$ cat src/rtl/gemm_stream_ctrl.sv
// gemm_stream_ctrl: packs a framed operand byte stream into the 2x2 GEMM core and streams its result back.
// GEMM_IDENTITY_D_EN: 12-byte A,B,C frame with gemm_d tied to the identity matrix.
module gemm_stream_ctrl #(
    parameter int GEMM_LAT = 1,
    parameter int CNT_W    = 16
) (
    input  logic             clk,
    input  logic             rst_n,
    input  logic             s_valid,
    output logic             s_ready,
    input  logic [7:0]       s_data,
    input  logic             s_last,
    output logic             m_valid,
    input  logic             m_ready,
    output logic [7:0]       m_data,
    output logic             m_last,
    output logic [31:0]      gemm_a,
    output logic [31:0]      gemm_b,
    output logic [31:0]      gemm_c,
    output logic [31:0]      gemm_d,
    input  logic [31:0]      gemm_cout,
    output logic             busy,
    output logic             frame_err,
    output logic [CNT_W-1:0] op_count
);
`ifdef GEMM_IDENTITY_D_EN
    localparam int NW = 3;
`else
    localparam int NW = 4;
`endif
    localparam logic [3:0] LAST = 4'(4 * NW - 1);
    localparam int LW = $clog2(GEMM_LAT + 1);
    typedef enum logic [1:0] {LOAD, WAIT, CAPTURE, SEND} state_t;
    state_t state, state_nxt;
    logic [NW-1:0][31:0] ops;
    logic [3:0] byte_cnt;
    logic [LW-1:0] lat_cnt;
    logic [1:0] idx;
    logic [31:0] res;
    logic acc, done, err, hs;
    assign acc  = s_valid & s_ready;
    assign hs   = m_valid & m_ready;
    assign done = acc & s_last & (byte_cnt == LAST);
    assign err  = acc & (s_last != (byte_cnt == LAST));
    assign gemm_a = ops[0];
    assign gemm_b = ops[1];
    assign gemm_c = ops[2];
`ifdef GEMM_IDENTITY_D_EN
    assign gemm_d = 32'h0100_0001;
`else
    assign gemm_d = ops[3];
`endif
    always_ff @(posedge clk or negedge rst_n) begin
        if (!rst_n) state <= LOAD;
        else        state <= state_nxt;
    end
    always_comb begin
        state_nxt = state;
        case (state)
            LOAD:    state_nxt = done ? WAIT : LOAD;
            WAIT:    state_nxt = (lat_cnt == LW'(1)) ? CAPTURE : WAIT;
            CAPTURE: state_nxt = SEND;
            SEND:    state_nxt = (hs && idx == 2'd3) ? LOAD : SEND;
            default: state_nxt = LOAD;
        endcase
    end
    always_comb begin
        s_ready = state == LOAD;
        busy    = state != LOAD;
    end
    // Byte n lands in word n/4 at lane 3-(n%4), i.e. lane = ~n[1:0].
    always_ff @(posedge clk or negedge rst_n) begin
        if (!rst_n) begin
            ops       <= '0;
            byte_cnt  <= '0;
            lat_cnt   <= '0;
            idx       <= '0;
            res       <= '0;
            m_valid   <= 1'b0;
            m_data    <= '0;
            m_last    <= 1'b0;
            frame_err <= 1'b0;
            op_count  <= '0;
        end else begin
            frame_err <= err;
            if (acc) byte_cnt <= err ? 4'd0 : byte_cnt + 4'd1;
            if (err) ops <= '0;
            else if (acc) ops[byte_cnt[3:2]][{~byte_cnt[1:0], 3'b000} +: 8] <= s_data;
            if (done) lat_cnt <= LW'(GEMM_LAT);
            else if (state == WAIT) lat_cnt <= lat_cnt - LW'(1);
            if (state == CAPTURE) begin
                res     <= gemm_cout;
                m_valid <= 1'b1;
                m_data  <= gemm_cout[31:24];
                m_last  <= 1'b0;
                idx     <= 2'd0;
            end else if (hs) begin
                idx    <= idx + 2'd1;
                m_data <= idx == 2'd0 ? res[23:16] : idx == 2'd1 ? res[15:8] : res[7:0];
                m_last <= idx == 2'd2;
                if (idx == 2'd3) begin
                    m_valid  <= 1'b0;
                    m_last   <= 1'b0;
                    op_count <= op_count + CNT_W'(1);
                    byte_cnt <= 4'd0;
                end
            end
        end
    end
endmodule
$ cat config.mk
export PLATFORM = sky130hd
export DESIGN_NAME = gemm_stream_ctrl
export DESIGN_NICKNAME = d
export VERILOG_FILES = /design/src/rtl/gemm_stream_ctrl.sv
export SDC_FILE = /design/constraint.sdc
export NUM_CORES = 1
export LEC_CHECK = 0
export CORE_ASPECT_RATIO = 1.5
export CORE_MARGIN = 2
export CORE_UTILIZATION = 50
export DETAILED_ROUTE_END_ITERATION = 10
export PLACE_DENSITY_LB_ADDON = 0.3
export SKIP_LAST_GASP = 1
export SLEW_MARGIN = 40
export SYNTH_ARGS = -nofsm -noshare
export SYNTH_HDL_FRONTEND = slang
export SYNTH_SLANG_ARGS = --single-unit
$ cat constraint.sdc
create_clock -name clk -period 2.6 [get_ports clk]
set_input_delay 0.39 -clock clk [delete_from_list [all_inputs] [get_ports clk]]
set_output_delay 0.39 -clock clk [all_outputs]
set_load 0.02 [all_outputs]
==> results of run 1 <==
-- worst max-delay path, stage by stage (launching register included) --
cell and delay, ns:
dfrtp_1 0.38, nor2_1 0.44, clkdlybuf4s50_1 0.71
-- cell type report --
type / instances / area [um^2] / area share
inverter: 14 / 52.6 / 0.00468
sequential: 188 / 4700 / 0.419
clock buffer: 19 / 443 / 0.0394
multi-input combinational: 522 / 3460 / 0.308
tap: 206 / 258 / 0.0229
timing repair buffer: 218 / 2190 / 0.195
clock inverter: 12 / 123 / 0.0109
-- kinds of logic after synthesis --
| logic type | Yosys count | share of synthesized area |
|---|---|---|
| compound gates | 52 | 0.0325 |
| flops | 188 | 0.563 |
| xor+xnor | 18 | 0.0189 |
| simple gates | 305 | 0.181 |
| fa+ha+maj | 10 | 0.0150 |
| mux | 137 | 0.166 |
| buf+inv | 46 | 0.0238 |
-- layer usage --
metal,vias up,routed length [um],share of wire
met5,-,0,0
met1,3035,8260,0.40
li1,2939,-,-
met4,0,555,0.027
met2,185,10900,0.53
met3,30,854,0.042
-- final timing paths --
kind / slack (ns) / cells past startpoint / startpoint / endpoint
worst max register to register: 0.37 / 6 / byte_cnt[0]$_DFF_PN0_ / gemm_b[25]$_DFFE_PN0P_
worst min-delay path: 0.47 / 1 / op_count[15]$_DFFE_PN0P_ / op_count[15]$_DFFE_PN0P_
worst max-delay path: 0.28 / 2 / state[1]$_DFF_PN0_ / s_ready
min in group asynchronous: 0.54 / 2 / rst_n / gemm_a[27]$_DFFE_PN0P_
max in group asynchronous: 1.30 / 3 / rst_n / gemm_d[9]$_DFFE_PN0P_
worst min register to register: 0.47 / 1 / op_count[15]$_DFFE_PN0P_ / op_count[15]$_DFFE_PN0P_
-- stage by stage --
step | utilization | worst slack [ns] | power (W) | std cells | hold slack (ns)
after global routing | 0.691 | 0.155 | 0.00873 | 1179 | 0.491
after detailed placement | 0.656 | 0.221 | 0.00582 | 1147 | 0.442
final | 0.691 | 0.281 | 0.00824 | 1179 | 0.470
after CTS | 0.691 | 0.247 | 0.00831 | 1179 | 0.476
after floorplan | - | 0.887 | 0.00498 | 756 | 0.0944
after global placement | 0.656 | 0.309 | 0.00576 | 1147 | 0.445
-- flip-flops by register name, summed over array words and instances (netlist names), 2 cells and up --
| register | flops |
|---|---|
| idx | 2 |
| m_data | 8 |
| op_count | 16 |
| state | 2 |
| gemm_b | 32 |
| gemm_c | 32 |
| byte_cnt | 4 |
| gemm_a | 32 |
| gemm_d | 32 |
| res | 24 |
-- report_power, final --
part           switching (W)  total (W)  internal [W]
Combinational        0.00127    0.00220      0.000931
Clock                0.00119    0.00249       0.00130
Sequential          0.000236    0.00355       0.00332
-- cells in the final DEF, fill, tap and decap left out, drive strengths merged, types with 19 or more instances in the layout --
cell type	count
nand2	73
dfrtp	188
and2	34
inv	21
clkbuf	19
a21oi	31
clkdlybuf4s50	200
nor2	148
mux2i	128
==> key figures, run 1 <==
Synth
  – Post-Syn Area: 0.00835 mm^2
  – Synth Flop Type: dfrtp_1
  – Sequential element share of the synthesized area: 0.563
  – Synthesized netlist net count: 811
  – Syn_area_per_cell: 11.0 um^2
  – Number of synthesized register bits: 188
  – Synth warn: 0
  – Post-Synthesis Cells: 756
  – Commonest cells post-synth: dfrtp_1 (188), nor2_1 (145), mux2i_1 (128)
  – Leading area contributor after synthesis: dfrtp_1
  – Synth top area cells: dfrtp_1 (56%), mux2i_1 (15%), nor2_1 (6.5%)
  – Post-synth EDFFs: 0
  – Post-synth ARST share: 1.00
  – Most frequent cell after synthesis: dfrtp_1
  – Library cells used by synthesis: 37
  – Top-area cell type share of the netlist area: 0.563

Finish
  – Fillers: around 1200
  – # nets final: ~1000
  – Synth-to-layout area growth: 34.6%
  – Design area: 0.0112 mm^2
  – Layout cell share with drive strength beyond 1: 0.0843
  – Antenna Cells: 0

Drt
  – Drt first pass iters: 4
  – Iter 0 DRT Violations: 338
  – Via-per-instance ratio: 5.25
  – DR WL/cell: 17.4 um
  – WL final: 20500 um
  – DRC violations left: 0
  – Final ANT Viol Nets: 0
  – Via count: around 6200

Flow run
  – Max Cap Viol: 0

Critical path
  – Worst Setup End Kind: primary output
  – Setup CP Type: reg -> out
  – Required @ worst endpoint: roughly 2.2 ns
  – Crit path max fanout: 6
  – CP Data Arrival Time: 1.93 ns
  – Startpoint types: flip-flop

Global route
  – GRT met3 Usage: 0.0461
  – Met1 Use GR: 0.299
  – Total track usage: 0.242
  – Initial antenna violation count: 0
  – GR met2 Demand/Resource: 0.419
  – Total gr overflow: 0
  – Vias in the first global route: 6276
  – Largest net degree at the start of global routing: 76
  – First-pass GRT wire length: roughly 33000 um
  – Gr busiest metal: met2

Timing
  – Tightest Pin Transition: 0.697 ns
  – Max transition margin: 0.531
  – Final setup viols: 0
  – Slew Viols, Final: 0
  – Final Cycle Share: 0.892
  – RSZ-0062 raised after global routing: no
  – Achievable Freq: between 400 and 500 MHz
  – Worst Clk Skew: about 0.014 ns
  – Final Hold Vio Count: 0
  – Post-layout min period: 2.32 ns
  – Final TNS setup: 0 ns

Placement
  – Placed cell area: between 0.01 and 0.015 mm^2
  – RePlAce Congestion: 0.919
  – Post-DP HPWL: between 10000 and 15000 um
  – IO Port Bufs: 201

Clock network
  – # H-tree levels: 4
  – Clock root cell: clkbuf_16
  – Hold buffer count at CTS: 1
  – Post_cts resized: 0
  – Post-CTS setup buffer count: 0
  – Clk sinks: 188
  – Clock Pin Slew Worst Setup and Hold Paths: around 0.08 ns
  – Max clock buf depth: 2
  – Clk_lat worst skew: 0.42 ns
  – CTS tree: yes
  – Num CTS Buffers: 17

Floorplanning
  – Site row count: 57
  – Die outline width: about 110 um
  – Starting Density: 0.513
  – Ports: 202
  – Die area: about 0.018 mm^2
  – Die height: between 150 and 200 um
  – Core ar.: roughly 0.016 mm^2

Hold path
  – HP Class: reg -> reg

Pwr
  – Static Leak: between 5 and 6 nW
  – Peak supply drop: between 0.0006 and 0.0007 V
  – Pwr/cell area: 734 mW/mm^2

Outcome
  – Status: finished clean
(Power assumes the default switching activity.)
==> inputs of run 2 (changes only) <==
- clock period: 2.6 -> 2.55 ns (I/O delays scaled with it)
==> run 2 against run 1 <==
Compared with the run above:
- die area unchanged
- sequential share of layout area shrank 0.46 points
- setup slack got worse by 0.071 ns
- largest cell class unchanged
- via count hardly changed
- non-clock buffer count fell by 1
- core utilization up 0.76 points
- clock skew barely moved
- hold slack better by 0.00063 ns
- total power increased by 8.7%
- clock power increased by 24%
- cell count shrank 0.25%
- global-route usage is 0.41 points lower
==> key figures, run 2 (synthesized netlist as in run 1, its figures left out) <==
Finish
  – Design area: 0.0114 mm^2
  – Antenna Cells: 0
  – Most frequent cells in the layout: clkdlybuf4s50_1 (200), dfrtp_1 (188), nor2_1 (144), mux2i_1 (128), nand2_1 (69)
  – Leading cell type in the layout, fill and taps excluded: clkdlybuf4s50_1
  – Layout cell share with drive strength beyond 1: 0.0825
  – Synth-to-layout area growth: 36.0%
  – # nets final: roughly 1000

Timing
  – Final setup viols: 0
  – Worst Clk Skew: ~0.015 ns
  – Max transition margin: 0.538
  – Post-layout min period: roughly 2.3 ns
  – Slew Viols, Final: 0
  – Final TNS setup: 0 ns
  – Hold Slack: 0.471 ns
  – Final Cycle Share: 0.917
  – Achievable Freq: 427 MHz
  – Final Hold Vio Count: 0
  – Tightest Pin Transition: between 0.6 and 0.7 ns
  – RSZ-0062 raised after global routing: no

Drt
  – DR WL/cell: 17.5 um
  – Final ANT Viol Nets: 0
  – Drt first pass iters: 4
  – Metal2 WL: 11100 um
  – DRC violations left: 0
  – WL final: 20600 um
  – DR top layer: met4
  – Via-per-instance ratio: between 5 and 6
  – Iter 0 DRT Violations: 273
  – WL met1: ~8100 um
  – Via count: 6186
  – Met3 WL: 958 um

Pwr
  – Peak supply drop: ~0.0006 V
  – Pwr/cell area: 789 mW/mm^2
  – Final Power: 0.00896 W
  – Static Leak: just under 6 nW

Hold path
  – HP Class: reg -> reg
  – Hold depth: 2
  – Worst hold path endpoint: res[0]$_DFFE_PN0P_
  – Min-Delay Startpoint: res[0]$_DFFE_PN0P_

Placement
  – Post-DP HPWL: about 15000 um
  – Placed cell area: approximately 0.011 mm^2
  – RePlAce Congestion: between 0.8 and 0.9
  – IO Port Bufs: about 200

Floorplanning
  – Core ar.: 0.0163 mm^2
  – Site row count: 57
  – Starting Density: 0.513
  – Die height: 162 um
  – Ports: about 200
  – Die outline width: about 110 um
  – Die area: 0.0178 mm^2

Global route
  – Total track usage: 0.238
  – Total gr overflow: 0
  – First-pass GRT wire length: approximately 33000 um
  – Vias in the first global route: 6191
  – Initial antenna violation count: 0
  – Largest net degree at the start of global routing: 75

Critical path
  – Setup CP Type: reg -> out
  – Required @ worst endpoint: 2.17 ns
  – Crit path max fanout: 6
  – Reg2reg start: byte_cnt[0]$_DFF_PN0_
  – Worst reg-to-reg setup slack: 0.37 ns
  – Worst Setup End Kind: primary output
  – R2R depth: 6
  – Worst reg2reg endpoint: gemm_b[15]$_DFFE_PN0P_
  – CP Data Arrival Time: 1.96 ns
  – Startpoint types: flip-flop

Clock network
  – Clk_lat worst skew: 0.42 ns
  – Clk sinks: 188
  – # H-tree levels: 4
  – Num CTS Buffers: 17
  – Clock Pin Slew Worst Setup and Hold Paths: approximately 0.070 ns
  – Max clock buf depth: 2
  – Clock root cell: clkbuf_16
  – CTS tree: yes
  – Post-CTS setup buffer count: 0
  – Post_cts resized: 0

Flow run
  – Max Cap Viol: 0

Outcome
  – Status: finished clean
-- run 2: changes by cell type in the layout (fill, tap and decap cells not counted), sizes merged --
cell and change:
buf -1, bufinv +7, clkbuf -2, clkinv -4, inv -3
-- run 2: worst max-delay path by stage --
stage,from,to,slack [ns]
4_1_cts,state[1]$_DFF_PN0_,s_ready,0.22
2_1_floorplan,byte_cnt[0]$_DFF_PN0_,gemm_a[10]$_DFFE_PN0P_,0.84
3_5_place_dp,s_valid,gemm_b[25]$_DFFE_PN0P_,0.09
3_3_place_gp,s_valid,gemm_b[28]$_DFFE_PN0P_,0.20
5_1_grt,byte_cnt[0]$_DFF_PN0_,gemm_d[9]$_DFFE_PN0P_,0.09
6_report,state[1]$_DFF_PN0_,s_ready,0.21
-- run 2: layout make-up --
class / instances / area [um^2]
inverter: 14 / 52.6
clock inverter: 12 / 259
fill: 1227 / 4900
multi-input combinational: 522 / 3460
clock buffer: 17 / 425
tap: 206 / 258
sequential: 188 / 4700
timing repair buffer: 217 / 2200
-- run 2: timing repair --
action / in CTS / in global routing
endpoints found under the setup margin: 0 / 0
hold buffers: 1 / 0
endpoints found under the hold margin: 11 / 0
-- run 2: metal layers --
| metal | track usage | vias to the layer above |
|---|---|---|
| li1 | - | 2937 |
| met1 | 0.294 | 3055 |
| met2 | 0.413 | 168 |
| met3 | 0.0445 | 26 |
| met4 | 0.0823 | 0 |
| met5 | 0 | - |
-- run 2: where the power goes --
part	total, W	switching (W)	internal [W]
combinational	0.00226	0.00129	0.000964
sequential	0.00362	0.000240	0.00338
clock	0.00308	0.00113	0.00194
total	0.00896	0.00266	0.00629
-- run 2: per-stage QoR --
| stage | utilization | cells | setup slack [ns] |
|---|---|---|---|
| floorplan | - | 756 | 0.837 |
| global placement | 0.656 | 1146 | 0.196 |
| detailed placement | 0.656 | 1146 | 0.0946 |
| CTS | 0.699 | 1176 | 0.216 |
| global route | 0.699 | 1176 | 0.0909 |
| finish | 0.699 | 1176 | 0.210 |
-- run 2: critical path: stages, from the launching register on --
cell and delay, ns:
dfrtp_1 0.38, nor2_1 0.46, clkdlybuf4s50_1 0.71
